## src/rtl/fib_pkg.sv

```systemverilog
// Shared types and constants for the additive sequence generator.
// Optional index counter is enabled by defining FIB_INDEX_EN.
package fib_pkg;

  typedef enum logic {
    RUN  = 1'b0,
    HALT = 1'b1
  } fib_state_e;

  localparam int FIB_SEED0 = 0;
  localparam int FIB_SEED1 = 1;

  localparam bit OVF_STOP = 1'b1;
  localparam bit OVF_WRAP = 1'b0;

endpackage

```

## src/rtl/fib_seq_gen_if.sv

```systemverilog
// Control/data bundle between a sequence consumer (master) and fib_seq_gen (slave).
// The index signal exists only when FIB_INDEX_EN is defined.
interface fib_seq_gen_if #(
  parameter int WIDTH = 32
`ifdef FIB_INDEX_EN
  , parameter int IDX_W = 8
`endif
);
  logic             en;
  logic             load;
  logic [WIDTH-1:0] seed0;
  logic [WIDTH-1:0] seed1;
  logic [WIDTH-1:0] out;
  logic [WIDTH-1:0] nxt;
  logic             ovf;
  logic             done;
`ifdef FIB_INDEX_EN
  logic [IDX_W-1:0] index;

  modport master (output en, load, seed0, seed1,
                  input  out, nxt, ovf, done, index);
  modport slave  (input  en, load, seed0, seed1,
                  output out, nxt, ovf, done, index);
`else
  modport master (output en, load, seed0, seed1,
                  input  out, nxt, ovf, done);
  modport slave  (input  en, load, seed0, seed1,
                  output out, nxt, ovf, done);
`endif
endinterface

```

## src/rtl/fib_step.sv

```systemverilog
// One term of an additive sequence: WIDTH-bit add with carry out.
module fib_step #(
  parameter int WIDTH = 32
) (
  input  logic [WIDTH-1:0] a,
  input  logic [WIDTH-1:0] b,
  output logic [WIDTH-1:0] sum,
  output logic             carry
);
  assign {carry, sum} = {1'b0, a} + {1'b0, b};
endmodule

```

## src/rtl/fib_seq_gen.sv

```systemverilog
// Loadable Fibonacci/Lucas-type sequence generator with sticky overflow and halt/wrap modes.
// Defining FIB_INDEX_EN adds a step index counter and the index port.
module fib_seq_gen
  import fib_pkg::*;
#(
  parameter int WIDTH       = 32,
  parameter bit STOP_ON_OVF = OVF_STOP
`ifdef FIB_INDEX_EN
  , parameter int IDX_W     = 8
`endif
) (
  input  logic         clk,
  input  logic         rst,
  fib_seq_gen_if.slave bus
);

  fib_state_e       state_q, state_d;
  logic [WIDTH-1:0] out_q, out_d;
  logic [WIDTH-1:0] nxt_q, nxt_d;
  logic             ovf_q, ovf_d;
  logic             done_q, done_d;
  logic [WIDTH-1:0] sum;
  logic             carry;
`ifdef FIB_INDEX_EN
  logic [IDX_W-1:0] idx_q, idx_d;
`endif

  fib_step #(.WIDTH(WIDTH)) u_step (
    .a    (out_q),
    .b    (nxt_q),
    .sum  (sum),
    .carry(carry)
  );

  always_comb begin
    state_d = state_q;
    out_d   = out_q;
    nxt_d   = nxt_q;
    ovf_d   = ovf_q;
    done_d  = done_q;
`ifdef FIB_INDEX_EN
    idx_d   = idx_q;
`endif
    if (bus.load) begin
      state_d = RUN;
      out_d   = bus.seed0;
      nxt_d   = bus.seed1;
      ovf_d   = 1'b0;
      done_d  = 1'b0;
`ifdef FIB_INDEX_EN
      idx_d   = '0;
`endif
    end else if (bus.en && state_q == RUN) begin
      out_d = nxt_q;
      nxt_d = sum;
`ifdef FIB_INDEX_EN
      idx_d = idx_q + 1'b1;
`endif
      if (carry) begin
        ovf_d = 1'b1;
        // Halting freezes out on the last term that fit; nxt keeps the truncated sum.
        if (STOP_ON_OVF == OVF_STOP) begin
          state_d = HALT;
          done_d  = 1'b1;
        end
      end
    end
  end

  always_ff @(posedge clk) begin
    if (rst) begin
      state_q <= RUN;
      out_q   <= WIDTH'(FIB_SEED0);
      nxt_q   <= WIDTH'(FIB_SEED1);
      ovf_q   <= 1'b0;
      done_q  <= 1'b0;
`ifdef FIB_INDEX_EN
      idx_q   <= '0;
`endif
    end else begin
      state_q <= state_d;
      out_q   <= out_d;
      nxt_q   <= nxt_d;
      ovf_q   <= ovf_d;
      done_q  <= done_d;
`ifdef FIB_INDEX_EN
      idx_q   <= idx_d;
`endif
    end
  end

  assign bus.out  = out_q;
  assign bus.nxt  = nxt_q;
  assign bus.ovf  = ovf_q;
  assign bus.done = (STOP_ON_OVF == OVF_STOP) ? done_q : 1'b0;
`ifdef FIB_INDEX_EN
  assign bus.index = idx_q;
`endif

endmodule

```

## src/flat_wrapper.sv

```systemverilog
// flat-port wrapper written by rule: the top's interface ports become plain ports
module fib_seq_gen_flat import fib_pkg::*;
#(
  parameter int WIDTH       = 32,
  parameter bit STOP_ON_OVF = OVF_STOP

)
  (clk, rst, bus_en, bus_load, bus_seed0, bus_seed1, bus_out, bus_nxt, bus_ovf, bus_done);
  fib_seq_gen_if #(.WIDTH(WIDTH)) bus_i ();
  input  logic clk;
  input  logic rst;
  input wire logic [$bits(bus_i.en)-1:0] bus_en;
  input wire logic [$bits(bus_i.load)-1:0] bus_load;
  input wire logic [$bits(bus_i.seed0)-1:0] bus_seed0;
  input wire logic [$bits(bus_i.seed1)-1:0] bus_seed1;
  output wire logic [$bits(bus_i.out)-1:0] bus_out;
  output wire logic [$bits(bus_i.nxt)-1:0] bus_nxt;
  output wire logic [$bits(bus_i.ovf)-1:0] bus_ovf;
  output wire logic [$bits(bus_i.done)-1:0] bus_done;
  assign bus_i.en = bus_en;
  assign bus_i.load = bus_load;
  assign bus_i.seed0 = bus_seed0;
  assign bus_i.seed1 = bus_seed1;
  assign bus_out = bus_i.out;
  assign bus_nxt = bus_i.nxt;
  assign bus_ovf = bus_i.ovf;
  assign bus_done = bus_i.done;
  fib_seq_gen #(.WIDTH(WIDTH), .STOP_ON_OVF(STOP_ON_OVF)) u_core (.clk(clk), .rst(rst), .bus(bus_i));
endmodule
```

## config.mk

```make
export PLATFORM = sky130hd
export DESIGN_NAME = fib_seq_gen_flat
export DESIGN_NICKNAME = d
export VERILOG_FILES = /design/src/rtl/fib_pkg.sv /design/src/rtl/fib_seq_gen_if.sv /design/src/rtl/fib_step.sv /design/src/rtl/fib_seq_gen.sv /design/src/flat_wrapper.sv
export SDC_FILE = /design/constraint.sdc
export NUM_CORES = 1
export LEC_CHECK = 0
export CAP_MARGIN = 25
export CORE_MARGIN = 1
export CORE_UTILIZATION = 40
export DETAILED_ROUTE_END_ITERATION = 6
export PLACE_DENSITY = 0.7
export RECOVER_POWER = 25
export REMOVE_ABC_BUFFERS = 1
export SETUP_SLACK_MARGIN = 0.05
export SLEW_MARGIN = 10
export SYNTH_ARGS = -nofsm -noshare
export SYNTH_HDL_FRONTEND = slang
export SYNTH_SLANG_ARGS = --single-unit
```

## constraint.sdc

```tcl
create_clock -name clk -period 5.75 [get_ports clk]
set_clock_uncertainty 0.15 [all_clocks]
set_input_delay 0.8625 -clock clk [delete_from_list [all_inputs] [get_ports clk]]
set_output_delay 0.8625 -clock clk [all_outputs]
set_load 0.05 [all_outputs]
```

==> results of run 1 <==
==> routing by layer <==
metal	up-vias	track usage, %
met4	0	8.22
li1	2441	-
met3	19	3.38
met5	-	0
met2	157	36.7
met1	2175	29.6
==> cells by family (layout without fill, tap and decap cells) <==
logic type	Yosys count	after routing	synth area share [%]
compound gates	217	217	28.0
xor+xnor	28	28	5.45
fa+ha+maj	33	33	9.35
buf+inv	51	160	5.45
flops	65	65	28.9
mux	3	3	0.668
simple gates	235	235	22.2
==> placed cells by master, fill, tap and decap left out, types with 3 or more instances in the layout <==
| master | instances |
|---|---|
| a21oi_1 | 132 |
| nand2_1 | 123 |
| clkdlybuf4s50_1 | 123 |
| dfxtp_1 | 65 |
| nor2_1 | 63 |
| ha_1 | 32 |
| o21ai_0 | 27 |
| xnor2_1 | 15 |
| xor2_1 | 13 |
| nand4_1 | 10 |
| and3_1 | 10 |
| o22ai_1 | 9 |
| clkbuf_8 | 9 |
| nand3_1 | 8 |
| inv_1 | 8 |
| a21o_1 | 8 |
| dlygate4sd3_1 | 8 |
| nor3_1 | 6 |
| a211oi_1 | 5 |
| o21bai_1 | 4 |
| o211ai_1 | 4 |
| o21ai_1 | 4 |
| buf_4 | 4 |
| nor3b_1 | 3 |
| mux2i_1 | 3 |
| a221oi_1 | 3 |
| nand2b_1 | 3 |
| o31ai_1 | 3 |
==> through the flow <==
| step | hold slack, ns | setup WS (ns) | total power, uW | cells | cell area, um^2 |
|---|---|---|---|---|---|
| global placement | 0.361 | 2.52 | 976 | 866 | 5820 |
| detailed placement | 0.369 | 2.42 | 983 | 866 | 5820 |
| floorplan | 0.569 | 2.08 | 809 | 589 | 4280 |
| finish | 0.376 | 1.61 | 1320 | 881 | 5970 |
| CTS | 0.379 | 2.56 | 1330 | 881 | 5980 |
| global route | 0.412 | 1.36 | 1390 | 881 | 5970 |
==> path summary, 6_finish.rpt <==
| check | from | end | slack, ns | depth (start not counted) |
|---|---|---|---|---|
| setup / recovery | bus_en | u_core.bus.nxt[13] | 1.61 | 6 |
| hold / removal | u_core.bus.nxt[21] | u_core.bus.nxt[21] | 0.38 | 2 |
| setup reg to reg | u_core.bus.done | u_core.bus.nxt[13] | 2.23 | 5 |
| hold reg to reg | u_core.bus.nxt[21] | u_core.bus.nxt[21] | 0.38 | 2 |
==> power by group <==
group,internal [uW],switching [uW]
clock,153,190
sequential,482,31.8
combinational,179,281
total,814,503
==> flip-flops by register name, indices dropped and copies added (netlist names) <==
name / flops
u_core.bus.out: 32
u_core.bus.nxt: 32
u_core.bus.done: 1
==> Yosys cell counts (all sizes together), types with 2 or more instances <==
| master | instances | share of area, % |
|---|---|---|
| or3 | 2 | 0.31 |
| ha | 32 | 8.9 |
| o21ai | 33 | 3.8 |
| a221oi | 5 | 1.3 |
| buf | 6 | 0.72 |
| o22ai | 9 | 1.3 |
| nor3b | 3 | 0.50 |
| o21a | 2 | 0.33 |
| o211ai | 4 | 0.67 |
| inv | 8 | 0.67 |
| a21o | 8 | 1.3 |
| a211oi | 7 | 1.4 |
| o31ai | 3 | 0.50 |
| clkbuf | 37 | 4.1 |
| nor2b | 2 | 0.28 |
| nand2b | 4 | 0.56 |
| a21oi | 133 | 15 |
| nand3 | 8 | 0.89 |
| nor2 | 63 | 5.3 |
| nor3 | 6 | 0.67 |
| and3 | 10 | 1.4 |
| nand2 | 124 | 10 |
| a31oi | 2 | 0.28 |
| dfxtp | 65 | 29 |
| mux2i | 3 | 0.67 |
| nand4 | 10 | 1.4 |
| o221ai | 2 | 0.53 |
| o21bai | 4 | 0.67 |
| xor2 | 13 | 2.5 |
| a41oi | 2 | 0.39 |
| xnor2 | 15 | 2.9 |
==> area by class of cell <==
class                   count  area, um^2
fillers                  1062        4920
multi-input cells         516        2950
repair buffers            137        1350
flip-flops and latches     65        1300
well taps                 140         175
clock buffers              10         128
clock inverters             5        33.8
inverters                   8        30.0
==> worst max-delay path, delay by kind of cell <==
kind	cells	cell delay (ns)
simple gates	3	0.69
buf+inv	2	2.49
compound gates	1	0.09
==> impl_metrics.ini, run 1 <==
[power_and_ir_drop]
vdd_ir_drop_max_mv = 0.117
powerDensity_nw_per_um2 = 220
leakagePower_uw = 0.00235

[setup_path]
crit_path_start_kind = primary input
critical_path_arrival_ns = 4.20
crit_type = primary input to flip-flop
crit_path_end_kind = flip-flop
crit_fanout = 65
slowest_stage = clkbuf_1
cp.required_ns = 5.80
critPathMaxStageDelay_ns = 1.91
crit_path_cell_trace = dlygate4sd3_1 -> nand2b_2 -> clkbuf_1 -> nor2_1 -> nand2_1 -> a31oi_1

[timing]
worst_pin_slew_ns = 2.73
hold_viol_final = 0
setup_tns_ns = 0
setup_viol = 0
rsz0062_at_grt = no
fin_crit_sh_pct = 72.1
min_period_ns = 4.14
relSlewSlack_pct = -82.3
fmax_mhz = 241
drv_slew = 94

[detailed_routing]
wl_met3_um = 775
wirelength_um = 13000
wl_per_cell_um = 14.8
drtIter0Drc = 233
top_layer = met4
via_per_inst = 5.44
wl_met2_um = 5910
drt-pass1-iter-count = 5
ant_nets = 0
drc_errors = 0
vias = 4792
wl_met1_um = 6150

[yosys]
async_reset_ff_share_pct = 0
ys.flop_type = dfxtp_1
synthCells = 632
synth_edf_count = 0
ys_seq_area_share_pct = 28.9
avgSynthCellArea_um2 = 7.12
yosysUniqueCellTypes = 50
syn_area_um2 = 4500
ys_ff_latch = 65
yosysWarningCount = 0

[die]
top_level_ports = 134
start_util_pct = 41.3
dieArea_um2 = 11700
die_h_um = 108
core_um2 = 10900
die_w_um = 108
std_cell_rows = 38

[finish]
final_core_util_pct = 54.8
drive_above_1_share_pct = 4.45
nNetsFinal = 838
area_delta_synth_final_pct = 32.8
diodes = 0

[grt]
grt-ovfl-total = 0
grt_start_max_net_pins = 66
grt_pass1_wl_um = 21100
grt.total_usage_pct = 22.4
grt_pass1_vias = 4544
antenna_found_initial = 0

[clock_tree]
ctsHoldBuffers = 0
clockBufferDepth = 2
h-tree-depth = 3
cts_setup_buffers = 0
path_clk_slew_ns = 0.07
cts.repair.resized = 0
cts.sinks = 65
cts-root-buf = clkbuf_8
clk_latency_ns = 0.36
numCtsBuffers = 9
cts_tree = built

[placed_design]
io_buffers = 133
gp_congestion = 0.870
dp_hpwl_um = 9180

[run]
drv_cap = 2

[hold_path]
hold_class = flip-flop to flip-flop

[run_status]
outcome = finished, violations left
violations = capacitance limit, slew limit
(Power assumes the default switching activity.)
==> inputs of run 2 (changes only) <==
==> constraint.sdc (replaced) <==
create_clock -name clk -period 4.34 [get_ports clk]
set_clock_uncertainty 0.15 [all_clocks]
set_input_delay 0.651 -clock clk [delete_from_list [all_inputs] [get_ports clk]]
set_output_delay 0.651 -clock clk [all_outputs]
set_load 0.05 [all_outputs]
==> run 2 against run 1 <==
  * The run still ends with capacitance limit, slew limit left
  * Cell count up 0.11%
  * Critical path depth unchanged
  * Power up 39%
  * Design area up 1.2%
  * Global-route usage up 0.79 points
  * Sequential power up 33%
  * Sequential cell count unchanged
  * Clock power up 57%
  * Core utilization up 0.63 points
  * Via count up 0.75%
  * Highest routed layer unchanged
==> impl_metrics.ini, run 2 (synthesized netlist as in run 1, its figures left out) <==
[timing]
setup_tns_ns = 0
relSlewSlack_pct = -56.5
fin_crit_sh_pct = 82.3
drv_slew = 51
fmax_mhz = 280
hold_viol_final = 0
min_period_ns = 3.57
worst_pin_slew_ns = 2.35
rsz0062_at_grt = no
setup_viol = 0

[run_status]
violations = capacitance limit, slew limit
outcome = finished, violations left

[placed_design]
io_buffers = 133
dp_hpwl_um = 9480
gp_congestion = 0.850

[detailed_routing]
drt-pass1-iter-count = 5
ant_nets = 0
wirelength_um = 13600
drtIter0Drc = 265
wl_per_cell_um = 15.4
vias = 4828
drc_errors = 0
via_per_inst = 5.47

[finish]
nNetsFinal = 839
final_core_util_pct = 55.5
layout_commonest_cell = a21oi_1
fillCellCount = 1042
multi_input_area_um2 = 2960
layout_common_cells = a21oi_1 (132), clkdlybuf4s50_1 (131), nand2_1 (123)
diodes = 0
regArea_um2 = 1300
area_delta_synth_final_pct = 34.3
drive_above_1_share_pct = 4.72

[power_and_ir_drop]
leakagePower_uw = 0.00237
pwr-share-seq_pct = 37.1
p_clk_share_pct = 29.3
combPwrFrac_pct = 33.7
power.internal_uw = 1170
powerDensity_nw_per_um2 = 304
swShare_pct = 36.1
p_total_uw = 1840
switchingPower_uw = 663
vdd_ir_drop_max_mv = 0.151

[clock_tree]
cts_setup_buffers = 0
numCtsBuffers = 9
cts-root-buf = clkbuf_8
path_clk_slew_ns = 0.07
cts_tree = built
clockBufferDepth = 2
clk_latency_ns = 0.35
cts.sinks = 65
cts.repair.resized = 0
ctsHoldBuffers = 0
h-tree-depth = 3

[grt]
antenna_found_initial = 0
use_met3_pct = 5.55
grt_start_max_net_pins = 66
grt_util_met1_pct = 30.3
grt_pass1_vias = 4519
grt.total_usage_pct = 23.2
grt-ovfl-total = 0
groute.layer.met2.usage_pct = 37.8
grt_pass1_wl_um = 21500
top_usage_layer = met2

[hold_path]
min_from = u_core.bus.nxt[21]
hold_class = flip-flop to flip-flop

[die]
start_util_pct = 41.3
die_h_um = 108
dieArea_um2 = 11700
core_um2 = 10900
die_w_um = 108
top_level_ports = 134
std_cell_rows = 38

[setup_path]
cp-startpoint = bus_en
critical_path_arrival_ns = 3.69
crit_path_end_kind = flip-flop
crit_path_start_kind = primary input
crit_type = primary input to flip-flop
crit_fanout = 50
r2r_start = u_core.bus.nxt[0]
cp.required_ns = 4.46

[run]
drv_cap = 1
==> run 2: cell types whose count changed in the layout (fill, tap and decap cells not counted), moves of 2 or more <==
cell	before	now
dlygate4sd3_1	8	0
clkdlybuf4s50_1	123	131
clkinvlp_4	2	0
clkbuf_8	9	11
==> run 2: final timing paths <==
| path | end | slack (ns) | cells past startpoint |
|---|---|---|---|
| worst max-delay path | u_core.bus.nxt[26] | 0.77 | 6 |
| worst min-delay path | u_core.bus.nxt[21] | 0.39 | 2 |
| worst max register to register | u_core.bus.nxt[14] | 1.13 | 9 |
| worst min register to register | u_core.bus.nxt[21] | 0.39 | 2 |
==> run 2: cell type report <==
class | count | area share [%]
multi-input combinational | 516 | 49.0
clock inverter | 3 | 0.663
tap | 140 | 2.90
inverter | 8 | 0.497
clock buffer | 12 | 2.57
sequential | 65 | 21.5
timing repair buffer | 138 | 22.8
==> run 2: metrics by stage <==
step	std cells	instance area [um^2]	hold slack [ns]	worst slack, ns
finish	882	6040	0.387	0.770
global route	882	6040	0.428	0.472
CTS	881	6020	0.386	1.16
detailed placement	866	5820	0.371	1.18
global placement	866	5820	0.361	1.23
floorplan	589	4280	0.566	0.721
==> run 2: power by group through the flow <==
| stage | clock network (uW) | logic (uW) | registers [uW] |
|---|---|---|---|
| after floorplan | 0 | 245 | 827 |
| after global placement | 0 | 604 | 692 |
| after detailed placement | 0 | 611 | 694 |
| after CTS | 551 | 614 | 680 |
| after global routing | 576 | 667 | 687 |
| final | 537 | 618 | 680 |
==> run 2: critical path, stage by stage <==
cell	delay, ns
clkdlybuf4s50_1	0.53
nor2b_4	0.16
clkbuf_1	1.67
or3_2	0.33
o21ai_0	0.11
a211oi_2	0.22
==> run 2: metal layers <==
metal / wire length [um] / share of wire, % / vias up
li1: - / - / 2435
met1: 6200 / 46 / 2227
met2: 6350 / 47 / 150
met3: 828 / 6.1 / 16
met4: 180 / 1.3 / 0
met5: 0 / 0 / -
==> inputs of run 3 (changes only) <==
==> constraint.sdc (replaced) <==
create_clock -name clk -period 3.7 [get_ports clk]
set_clock_uncertainty 0.15 [all_clocks]
set_input_delay 0.555 -clock clk [delete_from_list [all_inputs] [get_ports clk]]
set_output_delay 0.555 -clock clk [all_outputs]
set_load 0.05 [all_outputs]
==> run 3 against run 2 <==
  * The flow now finishes without violations
  * Power grew 16%
  * Combinational power grew 17%
  * Die area is the same
  * Non-clock buffer count grew 3
  * Count of clock-buffer cells in the layout grew 1
  * Design area shrank 0.23%
  * Critical path type unchanged
  * Worst setup slack lost 0.29 ns
  * Cell count grew 0.45%
  * Register-to-register slack lost 0.64 ns
==> impl_metrics.ini, run 3 (synthesized netlist as in run 1, its figures left out) <==
[timing]
min_period_ns = 3.22
setup_viol = 0
setup_tns_ns = 0
fin_crit_sh_pct = 87.1
hold_viol_final = 0
rsz0062_at_grt = no
fmax_mhz = 310
worst_pin_slew_ns = 1.31
relSlewSlack_pct = 12.5
drv_slew = 0

[grt]
grt_pass1_vias = 4710
grt_pass1_wl_um = 22000
antenna_found_initial = 0
grt-ovfl-total = 0
grt_start_max_net_pins = 65
grt.total_usage_pct = 23.4

[die]
core_um2 = 10900
dieArea_um2 = 11700
top_level_ports = 134
die_w_um = 108
std_cell_rows = 38
start_util_pct = 41.3
die_h_um = 108

[setup_path]
critPathMaxStageDelay_ns = 1.03
critical_path_arrival_ns = 3.28
crit_path_end_kind = flip-flop
slowest_stage = clkbuf_1
crit_path_start_kind = primary input
crit_path_cell_trace = dlygate4sd3_1 -> nand2b_1 -> clkbuf_1 -> o21ai_0 -> mux2i_1 -> nor2_1
crit_type = primary input to flip-flop
cp.required_ns = 3.76
reg2reg_slack_ns = 0.49
crit_fanout = 28

[power_and_ir_drop]
vdd_ir_drop_max_mv = 0.222
leakagePower_uw = 0.00238
powerDensity_nw_per_um2 = 353

[detailed_routing]
drtIter0Drc = 369
wl_per_cell_um = 15.2
drc_errors = 0
vias = 4868
ant_nets = 0
via_per_inst = 5.49
drt-pass1-iter-count = 5
wirelength_um = 13500

[finish]
area_delta_synth_final_pct = 34.0
final_core_util_pct = 55.4
drive_above_1_share_pct = 4.56
nNetsFinal = 842
fin_cells = 886
layout_common_cells = a21oi_1 (132), clkdlybuf4s50_1 (125), nand2_1 (123)
diodes = 0
final_area_um2 = 6030
layout_commonest_cell = a21oi_1

[placed_design]
io_buffers = 133
dp_hpwl_um = 9780
dpl-instance-area_um2 = 5850
gp_congestion = 0.915
dp.cells = 870

[hold_path]
hold_class = flip-flop to flip-flop

[clock_tree]
path_clk_slew_ns = 0.07
cts-root-buf = clkbuf_8
cts_tree = built
h-tree-depth = 3
numCtsBuffers = 9
clockBufferDepth = 2
clk_latency_ns = 0.34
cts.repair.resized = 0
cts_setup_buffers = 0
cts.sinks = 65
ctsHoldBuffers = 0

[run_status]
outcome = complete, no violations

[run]
drv_cap = 0
## run 3: cell count changes in the layout (fill, tap and decap cells not counted), sizes merged
| cell | previous run | this run |
|---|---|---|
| clkdlybuf4s50 | 131 | 125 |
| clkbuf | 13 | 16 |
| buf | 6 | 7 |
| dlygate4sd3 | 0 | 6 |
## run 3: power by group
part | switching [uW] | total (uW) | internal, uW | leakage, uW
Combinational | 442 | 722 | 280 | 0.00174
Sequential | 49.3 | 798 | 749 | 0.000537
Clock | 277 | 605 | 329 | 0.0000974
## run 3: final timing paths
| check | start | to | depth (start not counted) |
|---|---|---|---|
| worst max-delay path | bus_en | u_core.bus.nxt[10] | 6 |
| worst min-delay path | u_core.bus.nxt[21] | u_core.bus.nxt[21] | 2 |
| worst min register to register | u_core.bus.nxt[21] | u_core.bus.nxt[21] | 2 |
| worst max register to register | u_core.bus.nxt[0] | u_core.bus.nxt[16] | 10 |
## run 3: per-layer routing
layer	track usage, %	up-vias	wire length, um
met5	0	-	0
li1	-	2442	-
met4	8.32	0	362
met3	4.28	31	715
met1	30.5	2240	6320
met2	38.5	155	6080
## run 3: worst max-delay path, delay by kind of cell
family / cells / cell delay (ns)
buf+inv: 2 / 1.63
compound gates: 1 / 0.26
simple gates: 2 / 0.65
mux: 1 / 0.19
## run 3: metrics by stage
step                total power [uW]  hold slack, ns  worst slack, ns
floorplan                       1260           0.470           0.0808
detailed placement              1530           0.368            0.563
finish                          2130           0.378            0.478
global placement                1520           0.361            0.634
CTS                             2140           0.380            0.520
global route                    2240           0.406            0.321
## run 3: area by class of cell
| class | count | area [um^2] |
|---|---|---|
| multi-input cells | 516 | 2960 |
| fillers | 1062 | 4860 |
| flip-flops and latches | 65 | 1300 |
| repair buffers | 141 | 1370 |
| clock buffers | 13 | 149 |
| inverters | 8 | 30.0 |
| well taps | 140 | 175 |
| clock inverters | 3 | 40.0 |
